`src/rtl/dp_controller.sv`:
```
// dp_controller: sequences one data-processing instruction per request
// through IDLE -> LOAD -> EXEC -> WB and drives the register-file, shifter,
// ALU and status-flag controls of the datapath.
// Latency: start accepted at edge N, done pulses in the WB cycle (N+3), and
// ready returns in the cycle after that.
// Backpressure: start is only sampled while ready=1; requests made while the
// controller is busy are dropped, not queued.
//
// Ports:
//   clk, rst_n        : clock and asynchronous active-low reset
//   start, instr      : request and the 32-bit instruction word it carries
//   ready, done       : idle indication and end-of-instruction pulse
//   illegal           : pulses with done for an unsupported instruction
//   w_addr, w_en      : register-file write port (WB only)
//   A_addr, B_addr,
//   shift_addr        : register-file read addresses (held from LOAD to WB)
//   en_A, en_B, en_S  : operand-latch enables (LOAD only)
//   shift_op, shift_imme, sel_shift : shifter control
//   sel_A, sel_B, imme_data         : operand muxes and immediate value
//   ALU_op, en_status, wb_sel       : ALU function, flag update, WB source
//
// Build option: define DP_CTRL_REG_SHIFT_EN to support shifts whose amount
// comes from a register (I=0, instr[4]=1). Without it such instructions are
// reported as illegal and sel_shift stays 0.

module dp_controller (
  input  logic        clk,
  input  logic        rst_n,
  input  logic        start,
  input  logic [31:0] instr,
  output logic        ready,
  output logic        done,
  output logic        illegal,
  output logic [3:0]  w_addr,
  output logic        w_en,
  output logic [3:0]  A_addr,
  output logic [3:0]  B_addr,
  output logic [3:0]  shift_addr,
  output logic        en_A,
  output logic        en_B,
  output logic        en_S,
  output logic [1:0]  shift_op,
  output logic [31:0] shift_imme,
  output logic        sel_shift,
  output logic        sel_A,
  output logic        sel_B,
  output logic [31:0] imme_data,
  output logic [2:0]  ALU_op,
  output logic        en_status,
  output logic        wb_sel
);

  localparam logic [1:0] S_IDLE = 2'd0;
  localparam logic [1:0] S_LOAD = 2'd1;
  localparam logic [1:0] S_EXEC = 2'd2;
  localparam logic [1:0] S_WB   = 2'd3;

  logic [1:0]  state_q, state_d;
  logic [31:0] instr_q, instr_d;

  // ---------------------------------------------------------------------
  // Sequencer: the only decision is in IDLE; every other state advances
  // unconditionally, so an accepted instruction always takes four cycles.
  // ---------------------------------------------------------------------
  always_comb begin
    state_d = state_q;
    instr_d = instr_q;
    case (state_q)
      S_IDLE: begin
        if (start) begin
          state_d = S_LOAD;
          instr_d = instr;
        end
      end
      S_LOAD:  state_d = S_EXEC;
      S_EXEC:  state_d = S_WB;
      default: state_d = S_IDLE;
    endcase
  end

  always_ff @(posedge clk or negedge rst_n) begin
    if (!rst_n) begin
      state_q <= S_IDLE;
      instr_q <= 32'd0;
    end else begin
      state_q <= state_d;
      instr_q <= instr_d;
    end
  end

  // ---------------------------------------------------------------------
  // Decode of the captured word. Never looks at the live instr input.
  // ---------------------------------------------------------------------
  logic [3:0] opcode;
  logic       i_bit;
  logic       s_bit;
  logic       reg_shift;
  logic       op_legal;
  logic       is_cmp;
  logic       is_mov;
  logic [2:0] alu_dec;
  logic       shift_legal;
  logic       sel_shift_dec;
  logic       illegal_dec;

  assign opcode    = instr_q[24:21];
  assign i_bit     = instr_q[25];
  assign s_bit     = instr_q[20];
  assign reg_shift = !i_bit && instr_q[4];

  always_comb begin
    op_legal = 1'b1;
    is_cmp   = 1'b0;
    is_mov   = 1'b0;
    alu_dec  = 3'b000;
    case (opcode)
      4'b0000: alu_dec = 3'b010;                 // AND
      4'b0001: alu_dec = 3'b100;                 // EOR
      4'b0010: alu_dec = 3'b001;                 // SUB
      4'b0100: alu_dec = 3'b000;                 // ADD
      4'b1100: alu_dec = 3'b011;                 // ORR
      4'b1101: begin                             // MOV: A side forced by sel_A
        alu_dec = 3'b000;
        is_mov  = 1'b1;
      end
      4'b1010: begin                             // CMP: subtract, flags only
        alu_dec = 3'b001;
        is_cmp  = 1'b1;
      end
      default: op_legal = 1'b0;
    endcase
  end

`ifdef DP_CTRL_REG_SHIFT_EN
  assign shift_legal   = 1'b1;
  assign sel_shift_dec = reg_shift;
`else
  // No register-amount shifter in this build: reject those encodings.
  assign shift_legal   = !reg_shift;
  assign sel_shift_dec = 1'b0;
`endif

  assign illegal_dec = !op_legal || !shift_legal;

  // ---------------------------------------------------------------------
  // Outputs. Operand/shift/ALU selects are held for the whole LOAD..WB
  // window so the datapath sees one steady configuration per instruction;
  // the enables and pulses are confined to their own state.
  // ---------------------------------------------------------------------
  always_comb begin
    ready      = (state_q == S_IDLE);
    done       = 1'b0;
    illegal    = 1'b0;
    w_addr     = 4'd0;
    w_en       = 1'b0;
    A_addr     = 4'd0;
    B_addr     = 4'd0;
    shift_addr = 4'd0;
    en_A       = 1'b0;
    en_B       = 1'b0;
    en_S       = 1'b0;
    shift_op   = 2'd0;
    shift_imme = 32'd0;
    sel_shift  = 1'b0;
    sel_A      = 1'b0;
    sel_B      = 1'b0;
    imme_data  = 32'd0;
    ALU_op     = 3'd0;
    en_status  = 1'b0;
    wb_sel     = 1'b0;

    if (state_q != S_IDLE) begin
      A_addr     = instr_q[19:16];
      B_addr     = instr_q[3:0];
      shift_addr = instr_q[11:8];
      shift_op   = instr_q[6:5];
      shift_imme = {27'd0, instr_q[11:7]};
      sel_shift  = sel_shift_dec;
      sel_A      = is_mov;
      sel_B      = i_bit;
      imme_data  = i_bit ? {20'd0, instr_q[11:0]} : 32'd0;
      ALU_op     = alu_dec;
    end

    if (state_q == S_LOAD) begin
      en_A = 1'b1;
      en_B = 1'b1;
      en_S = 1'b1;
    end

    if (state_q == S_WB) begin
      done      = 1'b1;
      illegal   = illegal_dec;
      w_addr    = instr_q[15:12];
      w_en      = !illegal_dec && !is_cmp;
      en_status = !illegal_dec && (s_bit || is_cmp);
    end
  end

endmodule

```
`config.mk`:
```
export PLATFORM = sky130hd
export DESIGN_NAME = dp_controller
export DESIGN_NICKNAME = d
export VERILOG_FILES = /design/src/rtl/dp_controller.sv
export SDC_FILE = /design/constraint.sdc
export NUM_CORES = 1
export LEC_CHECK = 0
export CAP_MARGIN = 30
export CORE_UTILIZATION = 28
export DETAILED_ROUTE_END_ITERATION = 7
export PLACE_DENSITY = 0.69
export SYNTH_ARGS = -nofsm -noshare
export SYNTH_HDL_FRONTEND = slang
export SYNTH_SLANG_ARGS = --single-unit
```
`constraint.sdc`:
```
create_clock -name clk -period 1.55 [get_ports clk]
set_input_delay 0.155 -clock clk [delete_from_list [all_inputs] [get_ports clk]]
set_output_delay 0.155 -clock clk [all_outputs]
set_load 0.02 [all_outputs]
```
Word level (Yosys, flattened, before mapping)
Index checks and enable logic that the tools add are counted.
- eq/ne operators: 10
- mux-type cells: 22
- reduce and logical (&&, ||, !) cells: 15
- operator list (operator ; number):
    $mux 12 ; 2
    $mux 4 ; 4
    $eq 4x4->1 const B ; 3
    $pmux 3 s4 ; 1
    $mux 1 ; 10
    $reduce_or 7->1 ; 1
    $pmux 2 s3 ; 1
    $mux 5 ; 1
    $eq 2x2->1 const B ; 2
    $eq 4x1->1 const B ; 1
    $eq 4x2->1 const B ; 1
    $eq 4x3->1 const B ; 1
    $logic_not 1->1 ; 4
    $logic_not 4->1 ; 1
    $mux 2 ; 2
    $logic_and 1x1->1 ; 3
    $mux 3 ; 1
    $eq 2x1->1 const B ; 1
    $logic_not 2->1 ; 1
    $logic_or 1x1->1 ; 2
    $ne 2x2->1 const B ; 1
    $reduce_and 2->1 ; 1
    $reduce_bool 2->1 ; 1
    $reduce_or 2->1 ; 1
- flip-flop bits (word level): 28
- bits of input ports: 35
- logic and storage cells: 49

Logic depth before layout (Yosys ltp)
- depth after elaboration: 8
- mapped depth: 5
- mapped depth without buffers: 5

Worst setup path after synthesis
Ideal clock, no wire load.
- path kind: flip-flop to output port
- start point: reg state_q[0]
- end point: out ALU_op[1]
- arrival: 1728 ps
- slack: -333 ps
- cell stages (with the launch flop): 5
- buffers on the path: 1
- path through: dfrtp_1 -> inv_1 -> ha_1 -> clkbuf_1 -> nor4_1
- longest elaborated chain between the ends: 2
- RTL lines (element ; RTL line ; text):
    start: declaration ; 58 ; logic [1:0] state_q, state_d;
    start signal: assignment ; 86 ; state_q <= state_d;
    $reduce_bool 2->1 ; 172 ; if (state_q != S_IDLE) begin
    $mux 3 ; 172 ;
    end: declaration ; 48 ; output logic [2:0] ALU_op,
No other way between the ends.

Final worst setup path
- start point: reg instr_q[24]
- end point: out w_en
- longest elaborated chain between the ends: 8
- elaborated cells on any way between the ends: 16
- those cells by class: eq/ne (6); mux (3); reduce/logical (7)
- RTL lines (element ; RTL line ; text):
    start: declaration ; 59 ; logic [31:0] instr_q, instr_d;
    start signal: assignment ; 87 ; instr_q <= instr_d;
    $eq 4x4->1, or another cell as far along ; 116 ; case (opcode)
    $reduce_or 7->1 (no source line) ; - ;
    $mux 1 ; 116 ;
    $logic_not 1->1 ; 143 ; assign illegal_dec = !op_legal || !shift_legal;
    $logic_or 1x1->1 ; 143 ;
    $logic_not 1->1 ; 195 ; w_en = !illegal_dec && !is_cmp;
    $logic_and 1x1->1 * ; 195 ;
    $mux 1 * ; 191 ; if (state_q == S_WB) begin
    end: declaration ; 35 ; output logic w_en,
Mark *: on every way between the ends. The rest lies on a longest branch, timed or not.

==> implementation parameters <==
Parameter                              Value

Status
  Status    complete, but fails checks
  Violated checks    setup timing

Setup path
  Beginning of the worst register-to-register path    state_q[0]
  Arrival time at the worst endpoint    1540 ps
  Depth of the worst register-to-register path    8
  Type of element launching the critical path    flip-flop
  Worst Setup SP    instr_q[24]
  Critical Path Max Stage Delay    about 400 ps
  Req. time, crit path    around 1400 ps
  Critical path destination    w_en
  CP max-delay cell    sky130_fd_sc_hd__dfrtp_1
  Cells traversed along the worst timing path    nor3b_1, a221o_1, nor4b_2, buf_4
  Worst-path maximum fanout    4
  Count of buffering cells on the critical path with inverters included    1
  Category of cells accounting for the largest share of critical-path delay    flip-flops
  Destination of the worst register-to-register timing path    state_q[1]
  Type of destination of the critical path    output pin
  Register-to-register setup slack    approximately 10 ps
  Category of the critical setup timing path    reg -> out
  Critical Path Stages    4

Global routing
  Overall fraction of global-route tracks in use    approximately 12%
  Number of global-route vias before repair    about 1400
  Pin count of the biggest net entering global routing    29
  First-pass GRT wire length    about 6600 um
  Total overflow reported by the global router    0
  Antenna violations before repair    0

Yosys
  Area share of fa/ha/maj cells after synthesis    approximately 2.7%
  Complex-gate fraction of the synthesized area    around 2.5%
  Combinational family with the most area after synthesis    buffers and inverters
  Number of instances in the synthesized netlist    around 180
  Library cells used by synthesis    26
  Post-Syn Area    roughly 0.0019 mm2
  Part of the Yosys area used for sequential elements    37.5%
  Flop and latch count out of synthesis    28
  Synth warnings    0
  Post-Syn Area per Cell    roughly 10 um2
  XOR/XNOR share of the synthesized area    less than 1%
  Mux share of post-synthesis cell area    between 10% and 20%
  Post-Synth Simple-Gate Area    ~16%

Cells and area
  Post-layout net count    roughly 320
  Count of filler cells inserted in the layout    just over 600
  FF/Latch Area    about 700 um2
  Share of the core filled with cells    between 40% and 50%
  Number of diodes    0
  Total area of multi-input combinational cells    roughly 0.0011 mm2
  Layout area overhead    64.8%
  Non-filler cells in the finished layout    355
  Layout cell share with drive strength beyond 1    53.6%

Timing
  Shortest period the worst path allows    approximately 1700 ps
  Final cycle utilization of the critical path    109%
  Worst hold slack    roughly 250 ps
  Final Setup Violations    21
  Top achievable clock speed    591 MHz
  Unrepaired setup endpoints after global routing    true
  Setup TNS after final layout    -1730 ps
  Setup ws final    -143 ps
  Worst setup skew after layout    roughly 3.0 ps
  Number of pins with negative max-slew slack in the final report    0
  Final Hold Fails    0

Die
  Width of the chip    between 80 and 90 um
  Number of top-level pins    around 130
  Starting Density    about 29%
  Placement row count    29
  Die outline height    between 80 and 90 um
  Core Footprint    ~0.0064 mm2
  Overall die area    around 0.007 mm2

CTS
  CTS clock-pin slew for the worst setup and hold paths    100 ps
  Clock sinks    28
  Clock tree from TritonCTS    built
  Number of CTS-inserted buffers    3
  CTS H-Tree Depth    1
  Longest Clk Path Bufs    2
  Cell chosen for the clock root    sky130_fd_sc_hd__clkbuf_8
  Clock latency on the worst-skew pair    between 200 and 300 ps
  Cts hold-fix bufs    0

Job
  Number of maximum-capacitance violations    0

Detailed routing
  Detailed Routing Iterations Pass 1    3
  Met2 WL    roughly 2300 um
  Wire length per cell    roughly 13 um
  Top sig layer    met4
  Wl on met1    about 1900 um
  DR WL met3    296 um
  Via count    1454
  Via density per instance    around 4.1
  Number of design-rule violations left by the first detailed-router iteration    10
  Final routed DRC violation total    0
  Total wire length after detailed routing    4530 um
  Remaining antenna violation count after routing    0

Placed design
  Global placer's final weighted congestion    0.712
  Instance count after placement with tap cells included    342
  Port bufs    76
  Sum of net half-perimeters after detailed placement    between 3000 and 4000 um

Power
  Max IR drop VDD    between 0.001 and 0.0015 V
  Leakage component of the power    roughly 1.5 nW
  Pwr Density    about 2300 mW/mm2
  Overall power after layout    a little over 7 mW

Hold path
  Min-delay worst type    in -> async
-- cell usage in the layout (no fill, tap or decap), types with 2 or more instances in the layout --
cell,n
sky130_fd_sc_hd__nor2b_1,4
sky130_fd_sc_hd__clkbuf_8,4
sky130_fd_sc_hd__o21ai_0,2
sky130_fd_sc_hd__conb_1,49
sky130_fd_sc_hd__nor2b_4,10
sky130_fd_sc_hd__clkbuf_16,3
sky130_fd_sc_hd__and2_4,4
sky130_fd_sc_hd__nand2_1,2
sky130_fd_sc_hd__buf_2,6
sky130_fd_sc_hd__o21a_1,2
sky130_fd_sc_hd__mux2_2,27
sky130_fd_sc_hd__buf_12,4
sky130_fd_sc_hd__nor2_1,4
sky130_fd_sc_hd__nor3_2,2
sky130_fd_sc_hd__dfrtp_1,28
sky130_fd_sc_hd__clkdlybuf4s50_1,28
sky130_fd_sc_hd__and3_4,12
sky130_fd_sc_hd__ha_4,2
sky130_fd_sc_hd__ha_1,2
sky130_fd_sc_hd__buf_4,28
sky130_fd_sc_hd__inv_2,2
sky130_fd_sc_hd__buf_6,36
-- where the power goes --
group          switching [mW]  total (mW)  internal [mW]
clock                   0.235       0.462          0.228
sequential              0.264        1.37           1.11
combinational            2.45        5.35           2.90
-- how the worst min path moves through the flow --
stage	cells after the start	to	startpoint
floorplan	0	instr_q[0]	rst_n
global placement	1	instr_q[18]	instr_q[18]
detailed placement	1	instr_q[18]	instr_q[18]
CTS	2	instr_q[7]	rst_n
global route	2	instr_q[7]	rst_n
finish	2	instr_q[7]	rst_n
-- sequential cells by signal, summed over array words and instances, names as in the netlist --
signal   flops
instr_q     26
state_q      2
-- cells by family after synthesis --
group	Yosys count
mux	27
fa+ha+maj	4
compound gates	7
other cells	1
simple gates	47
buf+inv	67
xor+xnor	1
flops	28
-- per-stage QoR --
step / area (um2) / setup slack (ps)
floorplan: 2080 / 34.3
global placement: 2710 / -306
detailed placement: 2710 / -337
CTS: 2580 / -171
global route: 3080 / -238
finish: 3080 / -143
-- cell usage after synthesis (all sizes together) --
cell type,number,share of area [%]
a21oi,1,0.27
and3,12,4.0
nor4b,1,0.80
a221o,1,0.54
and2b,1,0.40
inv,4,0.80
nor2b,15,5.0
nand2,3,0.74
mux2,27,16
xor2,1,0.47
nor2,5,1.0
buf,59,23
conb,1,0.20
o21a,2,0.80
clkbuf,4,0.80
nor4,1,0.34
o31ai,1,0.40
and4bb,1,0.67
o21ai,2,0.54
ha,4,2.7
nor3,3,0.80
and2,4,1.3
nor3b,1,0.40
dfrtp,28,38
-- cell type report --
class | instances | share of cell area (%)
clock buffer | 4 | 1.79
inverter | 4 | 0.732
multi-input combinational | 135 | 35.7
sequential | 28 | 22.8
tap | 77 | 3.13
timing repair buffer | 106 | 35.6
timing repair inverter | 1 | 0.285
-- timing repair --
item	4_1_cts	5_1_grt
pin swaps	4	5
setup endpoints to repair	74	60
buffers inserted	1	5
cloned	0	4
resized for setup	209	112
-- metal layers --
layer	vias to the layer above	track usage (%)
met5	-	0
met4	0	4.01
met3	4	2.67
met2	75	20.9
met1	687	13.2
li1	688	-
(Power assumes the default switching activity.)
